**src/rtl/seq_det_pkg.sv**
```systemverilog
// Shared reset defaults and width helper for the parameterised serial pattern detector.
package seq_det_pkg;

   localparam logic [15:0] DEF_RST_PATTERN = 16'b10010;
   localparam int          DEF_RST_LEN     = 5;
   localparam bit          DEF_RST_OVERLAP = 1'b1;

   // Width able to hold every length from 0 up to and including max_len.
   function automatic int len_w(input int max_len);
      return $clog2(max_len) + 1;
   endfunction

endpackage

```
**src/rtl/sat_counter.sv**
```systemverilog
// Saturating up-counter with synchronous clear; a clear coinciding with an increment yields 1.
module sat_counter #(
   parameter int W = 8
) (
   input  logic         clk,
   input  logic         reset,
   input  logic         clr,
   input  logic         inc,
   output logic [W-1:0] q
);

   // NOTE: sequential state uses non-blocking assignments so every register samples pre-edge values.
   always_ff @(posedge clk) begin
      if (reset) begin
         q <= '0;
      end else if (clr) begin
         q <= W'(inc);
      end else if (inc && (q != '1)) begin
         q <= q + W'(1);
      end
   end

endmodule

```
**src/rtl/seq_detector_param.sv**
```systemverilog
// Run-time configurable serial pattern detector: Mealy decision on the current bit,
// registered one-cycle match pulse, optional overlap, saturating match counter.
module seq_detector_param
   import seq_det_pkg::*;
#(
   parameter int          MAX_LEN     = 8,
   parameter int          CNT_W       = 8,
   parameter logic [15:0] RST_PATTERN = DEF_RST_PATTERN,
   parameter int          RST_LEN     = DEF_RST_LEN,
   parameter bit          RST_OVERLAP = DEF_RST_OVERLAP,
   localparam int         LEN_W       = len_w(MAX_LEN)
) (
   input  logic               clk,
   input  logic               reset,
   input  logic               cfg_we,
   input  logic [MAX_LEN-1:0] cfg_pattern,
   input  logic [LEN_W-1:0]   cfg_len,
   input  logic               cfg_overlap,
   input  logic               in_valid,
   input  logic               x,
   input  logic               count_clr,
   output logic               y,
   output logic [CNT_W-1:0]   match_count,
   output logic [LEN_W-1:0]   cfg_len_q
);

   localparam logic [LEN_W-1:0] FILL_MAX  = LEN_W'(MAX_LEN);
   localparam logic [LEN_W-1:0] RST_LEN_C = (RST_LEN > MAX_LEN) ? LEN_W'(MAX_LEN) : LEN_W'(RST_LEN);

   logic [MAX_LEN-1:0] pattern_q;
   logic [LEN_W-1:0]   len_q;
   logic               overlap_q;
   logic [MAX_LEN-1:0] hist_q;
   logic [LEN_W-1:0]   fill_q;
   logic               y_q;

   logic [MAX_LEN-1:0] window;
   logic [MAX_LEN-1:0] mask;
   logic [LEN_W:0]     fill_inc;
   logic               match;

   function automatic logic [LEN_W-1:0] clamp_len(input logic [LEN_W-1:0] l);
      return (int'(l) > MAX_LEN) ? FILL_MAX : l;
   endfunction

   assign window   = {hist_q[MAX_LEN-2:0], x};
   assign fill_inc = {1'b0, fill_q} + (LEN_W+1)'(1);

   // NOTE: every always_comb output gets a default first, so no path can infer a latch.
   always_comb begin
      mask = '0;
      for (int i = 0; i < MAX_LEN; i++) begin
         mask[i] = (i < int'(len_q));
      end
   end

   // A configuration write in the same cycle discards the bit, so it can never match.
   assign match = in_valid && !cfg_we && (len_q != '0) &&
                  (fill_inc >= {1'b0, len_q}) &&
                  (((window ^ pattern_q) & mask) == '0);

   always_ff @(posedge clk) begin
      if (reset) begin
         pattern_q <= RST_PATTERN[MAX_LEN-1:0];
         len_q     <= RST_LEN_C;
         overlap_q <= RST_OVERLAP;
         hist_q    <= '0;
         fill_q    <= '0;
         y_q       <= 1'b0;
      end else begin
         y_q <= match;
         if (cfg_we) begin
            pattern_q <= cfg_pattern;
            len_q     <= clamp_len(cfg_len);
            overlap_q <= cfg_overlap;
            hist_q    <= '0;
            fill_q    <= '0;
         end else if (in_valid) begin
            hist_q <= window;
            if (match && !overlap_q) begin
               fill_q <= '0;
            end else if (fill_q != FILL_MAX) begin
               fill_q <= fill_q + LEN_W'(1);
            end
         end
      end
   end

   sat_counter #(
      .W(CNT_W)
   ) u_count (
      .clk  (clk),
      .reset(reset),
      .clr  (count_clr),
      .inc  (match),
      .q    (match_count)
   );

   assign y         = y_q;
   assign cfg_len_q = len_q;

endmodule
```
**config.mk**
```make
export PLATFORM = sky130hd
export DESIGN_NAME = seq_detector_param
export DESIGN_NICKNAME = d
export VERILOG_FILES = /design/src/rtl/seq_det_pkg.sv /design/src/rtl/sat_counter.sv /design/src/rtl/seq_detector_param.sv
export SDC_FILE = /design/constraint.sdc
export NUM_CORES = 1
export LEC_CHECK = 0
export ABC_AREA = 1
export CAP_MARGIN = 10
export CORE_AREA = 3 3 68 83
export CTS_CLUSTER_DIAMETER = 100
export CTS_CLUSTER_SIZE = 20
export DETAILED_ROUTE_END_ITERATION = 10
export DIE_AREA = 0 0 71 86
export DONT_BUFFER_PORTS = 1
export SLEW_MARGIN = 20
export SYNTH_ARGS = -nofsm -noshare
export SYNTH_HDL_FRONTEND = slang
export SYNTH_SLANG_ARGS = --single-unit
```
**constraint.sdc**
```tcl
create_clock -name clk -period 1.8 [get_ports clk]
set_input_delay 0.18 -clock clk [delete_from_list [all_inputs] [get_ports clk]]
set_output_delay 0.18 -clock clk [all_outputs]
set_load 0.01 [all_outputs]
```
# Word-level counts from Yosys, hierarchy flattened
# Cells that the tools add are included.
[word_totals]
reg_bits = 33
input_bits = 19
out_inout_bits = 13
wordCells = 45
[classes]
n_addsub = 3
order_cmp = 10
eq_ne = 2
mux = 5
bitwise_logic = 2
n_reduce_logical = 15
[op_table]
columns = ["op", "n"]
rows = [
  ["< comparator 3 x 4 -> 1 bit (first input constant)", 4],
  ["two-way mux 4 bit", 3],
  ["adder 8 x 1 -> 8 bit (second input constant)", 1],
  ["bitwise AND 8 bit", 1],
  ["zero test 8 bit", 1],
  ["< comparator 1 x 4 -> 1 bit (first input constant)", 2],
  ["< comparator 2 x 4 -> 1 bit (first input constant)", 2],
  ["!= test 8 bit (second input constant)", 1],
  ["XOR 8 bit", 1],
  ["logical AND 1 bit", 6],
  ["adder 4 x 1 -> 5 bit (second input constant)", 1],
  [">= comparator 5 x 4 -> 1 bit", 1],
  ["adder 4 x 1 -> 4 bit (second input constant)", 1],
  ["greater-than comparator 4 bit (second input constant)", 1],
  ["!= test 4 bit (second input constant)", 1],
  ["nonzero test 2 bit", 2],
  ["nonzero test 4 bit", 1],
  ["OR reduction 2 bit", 2],
  ["zero test 1 bit", 2],
  ["two-way mux 1 bit", 2],
  ["AND reduction 2 bit", 1],
]

# Logic depth before layout (Yosys ltp)
# Gate-level depths: netlist of run 1.
[logic_depth]
word_depth = 8
ltp_mapped = 15
mapped_depth_nobuf = 14

# Hierarchy
# A second synthesis of run 1 with hierarchy kept.
[unflattened]
cells_unflattened = 266
hier_area_um2 = 1814.2
[by_module_without_submodules]
columns = ["mod", "instances", "cells_each", "area_each_um2", "seq_area_each_um2"]
rows = [
  ["seq_detector_param", 1, 193, 1326.3, 500.5],
  ["sat_counter", 1, 73, 488.0, 160.2],
]

# Least setup slack after synthesis of run 1
# No wires, ideal clock.
[synth_timing]
kind = "register -> register"
from = "register fill_q[0]"
to = "register u_count.q[0]"
setup_time_ns = 0.124
t_arrival_ns = 1.808
required_time_ns = 1.676
setup_slack_ns = -0.132
stages_incl_launch_ff = 16
path_buffers = 1
synth_period_minus_slack_ns = 1.932
path_cell_list = "dfxtp_1 -> inv_1 -> ha_1 -> ha_1 -> nand2_1 -> inv_1 -> nand2_1 -> nand2_1 -> a21oi_1 -> nor2_2 -> and2_4 -> buf_6 -> o21ai_2 -> nand2_1 -> nand2_1 -> nor2_2"
[synth_via]
elab_chain_len = 6
elab_cells_between_ends = 7
classes_between = "add/sub: 1; order compare: 1; mux: 1; reduce/logical: 4"
[synth_lines]
columns = ["element", "line", "source"]
rows = [
  ["from (decl)", "seq_detector_param.sv:34", "logic [LEN_W-1:0] fill_q;"],
  ["from (signal assigned)", "seq_detector_param.sv:83", "fill_q <= fill_q + LEN_W'(1);"],
  ["adder 4 x 1 -> 5 bit *", "seq_detector_param.sv:47", "assign fill_inc = {1'b0, fill_q} + (LEN_W+1)'(1);"],
  [">= comparator 5 x 4 -> 1 bit *", "seq_detector_param.sv:59", "(fill_inc >= {1'b0, len_q}) &&"],
  ["logical AND 1 bit *", "seq_detector_param.sv:58", "assign match = in_valid && !cfg_we && (len_q != '0) &&"],
  ["logical AND 1 bit *", "seq_detector_param.sv:59", ""],
  ["logical AND 1 bit", "sat_counter.sv:18", "end else if (inc && (q != '1)) begin"],
  ["nonzero test 2 bit (no source line)", "-", ""],
  ["to (signal assigned)", "sat_counter.sv:17", "q <= W'(inc);"],
  ["to (signal assigned)", "sat_counter.sv:19", "q <= q + W'(1);"],
  ["to (decl)", "sat_counter.sv:9", "output logic [W-1:0] q"],
]
# Mark *: on every way between the ends. The rest lies on a longest branch, timed or not.
# A chain may end at the register's enable or synchronous reset.

# Final worst setup path of run 1
[layout_timing]
from = "register fill_q[0]"
to = "register fill_q[1]"
[layout_via]
elab_chain_len = 7
elab_cells_between_ends = 11
classes_between = "add/sub: 2; order compare: 1; eq/ne: 1; mux: 2; reduce/logical: 5"
[layout_lines]
columns = ["element", "line", "source"]
rows = [
  ["adder 4 x 1 -> 5 bit", "seq_detector_param.sv:47", ""],
  [">= comparator 5 x 4 -> 1 bit", "seq_detector_param.sv:59", ""],
  ["logical AND 1 bit", "seq_detector_param.sv:58", ""],
  ["logical AND 1 bit", "seq_detector_param.sv:59", ""],
  ["logical AND 1 bit", "seq_detector_param.sv:80", "if (match && !overlap_q) begin"],
  ["nonzero test 2 bit (no source line)", "-", ""],
  ["AND reduction 2 bit (no source line)", "-", ""],
]
# Several ways; a longest one is shown, not always the timed one. The select of a mux whose other input is x is not followed.

==> results of run 1 <==
[worst reg2reg max path: stages, from the launching register on]
cell	delay, ns
dfxtp_2	0.34
ha_4	0.17
xor2_2	0.15
ha_1	0.30
nand2_1	0.05
inv_1	0.04
nand2_1	0.04
nand2_1	0.06
a21oi_2	0.06
nor2_2	0.13
nand3_2	0.15
nand2_4	0.14
nand3_1	0.08
nand2_1	0.06
nor2_1	0.04
[area by class of cell]
type	instances	area [um2]
Inverter	35	131.4
Tap cell	60	75.07
Sequential cell	33	663.1
Multi-Input combinational cell	175	970.9
Clock inverter	1	5.005
Timing Repair Buffer	21	168.9
Clock buffer	7	96.34
Fill cell	513	2794
[power by group through the flow]
stage,combinational [mW],clock (mW),sequential (mW)
after global routing,0.224,0.678,0.784
after CTS,0.193,0.644,0.780
final,0.192,0.634,0.781
after floorplan,0.132,0,0.796
after global placement,0.175,0,0.796
after detailed placement,0.177,0,0.797
[logic make-up (layout without fill, tap and decap cells)]
kind of cell	count (synthesis)	count (layout)	synth area share, %
AND/OR/NAND/NOR	109	109	26.70
AO/OA/AOI/OAI	49	49	15.39
buffers and inverters	40	64	9.190
flip-flops	33	33	38.51
XOR/XNOR	10	10	5.106
adder cells (fa/ha/maj)	7	7	5.106
[placed cells by master, fill, tap and decap left out, drive strengths merged]
| master | n |
|---|---|
| nand2 | 65 |
| inv | 35 |
| dfxtp | 33 |
| a21oi | 26 |
| nor2 | 20 |
| nand3 | 20 |
| o21ai | 18 |
| buf | 18 |
| clkbuf | 7 |
| xor2 | 7 |
| ha | 7 |
| xnor2 | 3 |
| dlygate4sd3 | 3 |
| o21bai | 2 |
| nand4 | 2 |
| and2 | 1 |
| a211oi | 1 |
| nor3 | 1 |
| o211ai | 1 |
| a221o | 1 |
| clkinv | 1 |
[state kept, by name, summed over array words and instances (netlist names)]
signal / count
hist_q: 7
y: 1
overlap_q: 1
cfg_len_q: 4
u_count.q: 8
pattern_q: 8
fill_q: 4
[per-layer routing]
metal,up-vias,track usage [%]
met5,-,0
met4,0,5.470
met3,5,5.041
met2,37,25.06
met1,741,18.13
li1,843,-
[final timing paths]
path,from,to
setup / recovery,fill_q[0],fill_q[1]
hold / removal,cfg_we,cfg_len_q[2]
setup reg to reg,fill_q[0],fill_q[1]
hold reg to reg,hist_q[6],hist_q[6]
[timing repair]
item / CTS / global route
pin swaps: 10 / 1
hold buffers: 3 / 0
endpoints found under the setup margin: 12 / 13
endpoints found under the hold margin: 9 / 0
resized for setup: 10 / 2
setup buffers: 0 / 0
[through the flow]
stage,cell area (um2),setup WS (ns)
detailed placement,1921,-0.2038
CTS,2103,-0.1243
finish,2111,-0.1337
global route,2111,-0.3246
global placement,1921,-0.1955
floorplan,1737,-0.07003
==> out/metrics.cfg, run 1 <==
[status]
outcome=finished, violations left
violations=negative setup slack

[clock_tree]
h-tree-depth=2
cts_buffers=5
path_clk_slew_ns=0.07
cts_tree=yes
clock_path_buffers=2
insertion_delay_ns=0.29
cts_sinks=33
clock-root-buffer=clkbuf_8

[critical_path]
cp_cell_sequence=ha_4 > xor2_2 > ha_1 > nand2_1 > inv_1 > nand2_1 > nand2_1 > a21oi_2 > nor2_2 > nand3_2 > nand2_4 > nand3_1 > nand2_1 > nor2_1
worst-r2r-cell-count=14
path_buf_inv=1
cpLargestDelayFamily=simple AND/OR/NAND/NOR gates
cp.arrival_ns=2.11
crit_type=reg -> reg
worstSetupPathDepth=14
path_max_fanout=6
cpPeakStageDelay_ns=0.34
crit_path_start_kind=flop
cpMaxStageDelayCell=dfxtp_2
critPathMostFrequentCell=nand2_1
ff2ff_setup_slack_ns=-0.13
endpoint_kind=flop
crit_required_ns=1.98

[timing]
period_share_pct=107.4
fin_skew_ns=0.009241
tightest_slew_ns=0.5855
period_minus_slack_ns=1.934
timing.hold.ws_ns=0.01624
layout_setup_ws_ns=-0.1337
final_max_slew_viol_count=0
slew_headroom_pct=60.82
setup_viol=12
max_freq_mhz=517.2
rsz0062_at_grt=yes
fin_setup_tns_ns=-1.306
hold_violations=0

[cells_and_area]
drive_above_1_share_pct=17.28
stdcell_count=332
syn2layout_area_growth_pct=23.05
nets=297
utilization_pct=43.04
insertedDiodeCount=0

[power]
p_clk_share_pct=39.5
pwr-share-seq_pct=48.6
p_per_area_nw_per_um2=761.0
switchingPower_mw=0.4201
p_leak_nw=0.9469
power.internal_mw=1.186
power_mw=1.606
p_sw_share_pct=26.15
ir_worst_vdd_mv=0.2778
p_comb_share_pct=11.9

[floorplan]
die_w_um=71
fp.dieH_um=86
fp-row-count=28
start_util_pct=34.97
coreArea_um2=4905
dieArea_um2=6106
ios=32

[synth]
synth_top_area_share_pct=38.51
synth_seq_cells=33
syn_area_um2=1715
synth_top_cell_by_area=dfxtp_1
ys_async_sr_fraction_pct=0
synth_area_leaders=dfxtp_1 39%, nand2_1 14%, a21oi_1 7.6%, inv_1 7.4%, nand3_1 5.5%
synth_seq_area_share_pct=38.51
yosys_warnings=0
synth_cell_types=24
syn_inst=248
synth-edff-count=0
synthTopCellsByCount=64 x nand2_1, 34 x inv_1, 33 x dfxtp_1
syn_nets=274
synth.avg_cell_area_um2=6.917
synth_most_common_cell=nand2_1
ys.flop_type=dfxtp_1

[grt]
overflow=0
antenna_found_initial=0
grt_pass1_wl_mm=7.410
grt_max_degree=16
grt_pass1_vias=1612
track_usage_pct=15.12

[drt]
route.top_layer_used=met4
wire_per_inst_um=12.75
viasPerCell=4.898
totalWireLength_mm=4.232
met3WireLength_um=287
drt_iter0_drc=56
drc=0
ant_nets=0
via_count=1626
firstDrtPassIters=4
wl_met2_mm=1.978
drt-met1-wl_mm=1.916

[placed_design]
dpl.cell_count=321
gp_congestion=0.8322
port_buffers=0
dp_hpwl_mm=3.068

[hold_path]
min_path_cells=1
hold_path.class=in -> reg

[run]
maxCapViolations=0

No activity file was read; power rests on OpenSTA's default activity.
==> run 2, diff against run 1 <==
Settings changed: CELL_PAD_IN_SITES_DETAIL_PLACEMENT from default to 1, CELL_PAD_IN_SITES_GLOBAL_PLACEMENT from default to 2, CORE_AREA 3 3 68 83 to 3 3 74 89, DIE_AREA 0 0 71 86 to 0 0 77 92, PLACE_DENSITY_LB_ADDON from default to 0.1, RECOVER_POWER from default to 25.
==> out/metrics.cfg, run 2 (synthesized netlist as in run 1, its figures left out) <==
[timing]
max_freq_mhz=496.2  ; -4.1%
layout_setup_ws_ns=-0.2154  ; -0.08170 ns
period_minus_slack_ns=2.015  ; +0.08170 ns
hold_violations=2  ; +2
fin_setup_tns_ns=-2.185  ; -0.8781 ns
fin_skew_ns=0.003513  ; -0.005728 ns
rsz0062_at_grt=yes
tightest_slew_ns=0.4343  ; -0.1512 ns
period_share_pct=112.0  ; +4.5 points
slew_headroom_pct=71.02  ; +10 points
final_max_slew_viol_count=0  ; unchanged
setup_viol=13  ; +1
timing.hold.ws_ns=-0.05290  ; -0.06914 ns

[power]
p_clk_share_pct=42.8  ; +3.3 points
power_mw=1.773  ; +10%
switchingPower_mw=0.4591  ; +9.3%
p_comb_share_pct=13.2  ; +1.3 points
p_per_area_nw_per_um2=745.6  ; -2.0%
pwr-share-seq_pct=44.0  ; -4.6 points
p_sw_share_pct=25.89  ; -0.26 points
power.internal_mw=1.314  ; +11%
ir_worst_vdd_mv=0.3209  ; +15%
p_leak_nw=1.025  ; +8.3%

[cells_and_area]
stdcell_area_um2=2379  ; +13%
stdcell_count=365  ; +9.9%
top_regs=pattern_q: 8 flops, u_count.q: 8 flops, hist_q: 7 flops
syn2layout_area_growth_pct=38.66
final_cell_mix=58 x nand2_1, 32 x inv_1, 31 x dfxtp_1, 25 x buf_4, 21 x a21oi_1
nets=310  ; +4.4%
final_common_cell=nand2_1
insertedDiodeCount=0  ; unchanged
utilization_pct=41.42  ; -1.6 points
drive_above_1_share_pct=23.86  ; +6.6 points

[critical_path]
r2r_end=fill_q[1]
worst-r2r-cell-count=13  ; -1
path_max_fanout=6  ; unchanged
endpoint_kind=flop
crit_path_start_kind=flop
r2r-start=fill_q[0]
cp_cell_sequence=buf_4 > buf_4 > nand3_2 > xor2_2 > ha_4 > o21bai_4 > a21oi_2 > nor2_2 > buf_4 > nand3_4 > nand2_4 > a21oi_1 > nor2_1
worstSetupPathDepth=13  ; -1
critPathMostFrequentCell=buf_4
cpPeakStageDelay_ns=0.38  ; +0.04 ns
ff2ff_setup_slack_ns=-0.22  ; -0.08 ns
cp.arrival_ns=2.20  ; +0.09 ns
crit_required_ns=1.99  ; about the same
crit_type=reg -> reg
cpLargestDelayFamily=compound AO/OA/AOI/OAI gates
cpMaxStageDelayCell=dfxtp_4
path_buf_inv=3  ; +2

[clock_tree]
h-tree-depth=2  ; unchanged
cts_sinks=33  ; unchanged
cts_buffers=5  ; unchanged
path_clk_slew_ns=0.08  ; about the same
clock-root-buffer=clkbuf_8
cts_tree=yes
clock_path_buffers=2  ; unchanged
insertion_delay_ns=0.29  ; about the same

[placed_design]
dp_hpwl_mm=3.637  ; +19%
dpl.cell_count=346  ; +7.8%
port_buffers=0  ; unchanged
dpl_cell_area_um2=1996  ; +3.9%
place_ws_ns=-0.2792  ; -0.07537 ns
gp_congestion=0.7714  ; -7.3%

[drt]
ant_nets=0  ; unchanged
totalWireLength_mm=5.175  ; +22%
drt_iter0_drc=49  ; -13%
firstDrtPassIters=4  ; unchanged
wire_per_inst_um=14.18  ; +11%
via_count=1679  ; +3.3%
drc=0  ; unchanged
viasPerCell=4.600  ; -6.1%

[floorplan]
die_w_um=77  ; +8.5%
ios=32  ; unchanged
fp-row-count=30  ; +7.1%
dieArea_um2=7084  ; +16%
coreArea_um2=5743  ; +17%
fp.dieH_um=92  ; +7.0%
start_util_pct=29.87  ; -5.1 points

[grt]
overflow=0  ; unchanged
grt_pass1_vias=1644  ; +2.0%
antenna_found_initial=0  ; unchanged
track_usage_pct=14.74  ; -0.38 points
grt_max_degree=16  ; unchanged
grt_pass1_wl_mm=8.197  ; +11%

[hold_path]
hold_path_end=u_count.q[0]
hold_path.class=in -> reg
min_path_cells=1  ; unchanged
hold_path_startpoint=reset

[run]
maxCapViolations=0  ; unchanged

[status]
outcome=finished, violations left
violations=negative hold slack, negative setup slack

run 2: final cells by class:
class                      count  area, um2
clock buffer                   6      82.58
clock inverter                 2      37.54
fill                         731       3364
inverter                      35      131.4
multi-input combinational    175       1056
sequential                    33      668.1
tap                           80      100.1
timing repair buffer          34      302.8
run 2: worst max-delay path by stage:
stage,end,startpoint,slack [ns]
2_1_floorplan,u_count.q[0],fill_q[0],-0.07
3_3_place_gp,u_count.q[4],fill_q[0],-0.19
3_5_place_dp,u_count.q[2],fill_q[0],-0.28
4_1_cts,u_count.q[0],fill_q[0],-0.20
5_1_grt,fill_q[1],fill_q[0],-0.35
6_report,fill_q[1],fill_q[0],-0.22
run 2: routing by layer:
| metal | vias to the layer above | GRT usage, % | share of wire (%) |
|---|---|---|---|
| met2 | 34 | 24.06 | 48 |
| li1 | 868 | - | - |
| met3 | 6 | 3.438 | 4.3 |
| met1 | 771 | 18.91 | 47 |
| met4 | 0 | 5.341 | 1.4 |
| met5 | - | 0 | 0 |
run 2: what timing repair did:
action	in CTS	in global routing
resized for setup	7	21
cloned	0	1
setup buffers	1	2
setup endpoints to repair	13	13
hold buffers	6	1
endpoints found under the hold margin	9	3
pin swaps	2	10
run 2: power groups by stage:
stage	logic, mW	clock network, mW	registers (mW)
2_1_floorplan	0.132	0	0.796
3_3_place_gp	0.190	0	0.798
3_5_place_dp	0.192	0	0.798
4_1_cts	0.213	0.789	0.779
5_1_grt	0.270	0.824	0.784
6_report	0.235	0.759	0.780
run 2: worst register-to-register path: cells and delay by family (launching register included):
family / cells / cell delay [ns]
AO/OA/AOI/OAI: 3 / 0.42
XOR/XNOR: 1 / 0.21
adder cells (fa/ha/maj): 1 / 0.16
buffers and inverters: 3 / 0.35
flip-flops: 1 / 0.38
AND/OR/NAND/NOR: 5 / 0.39
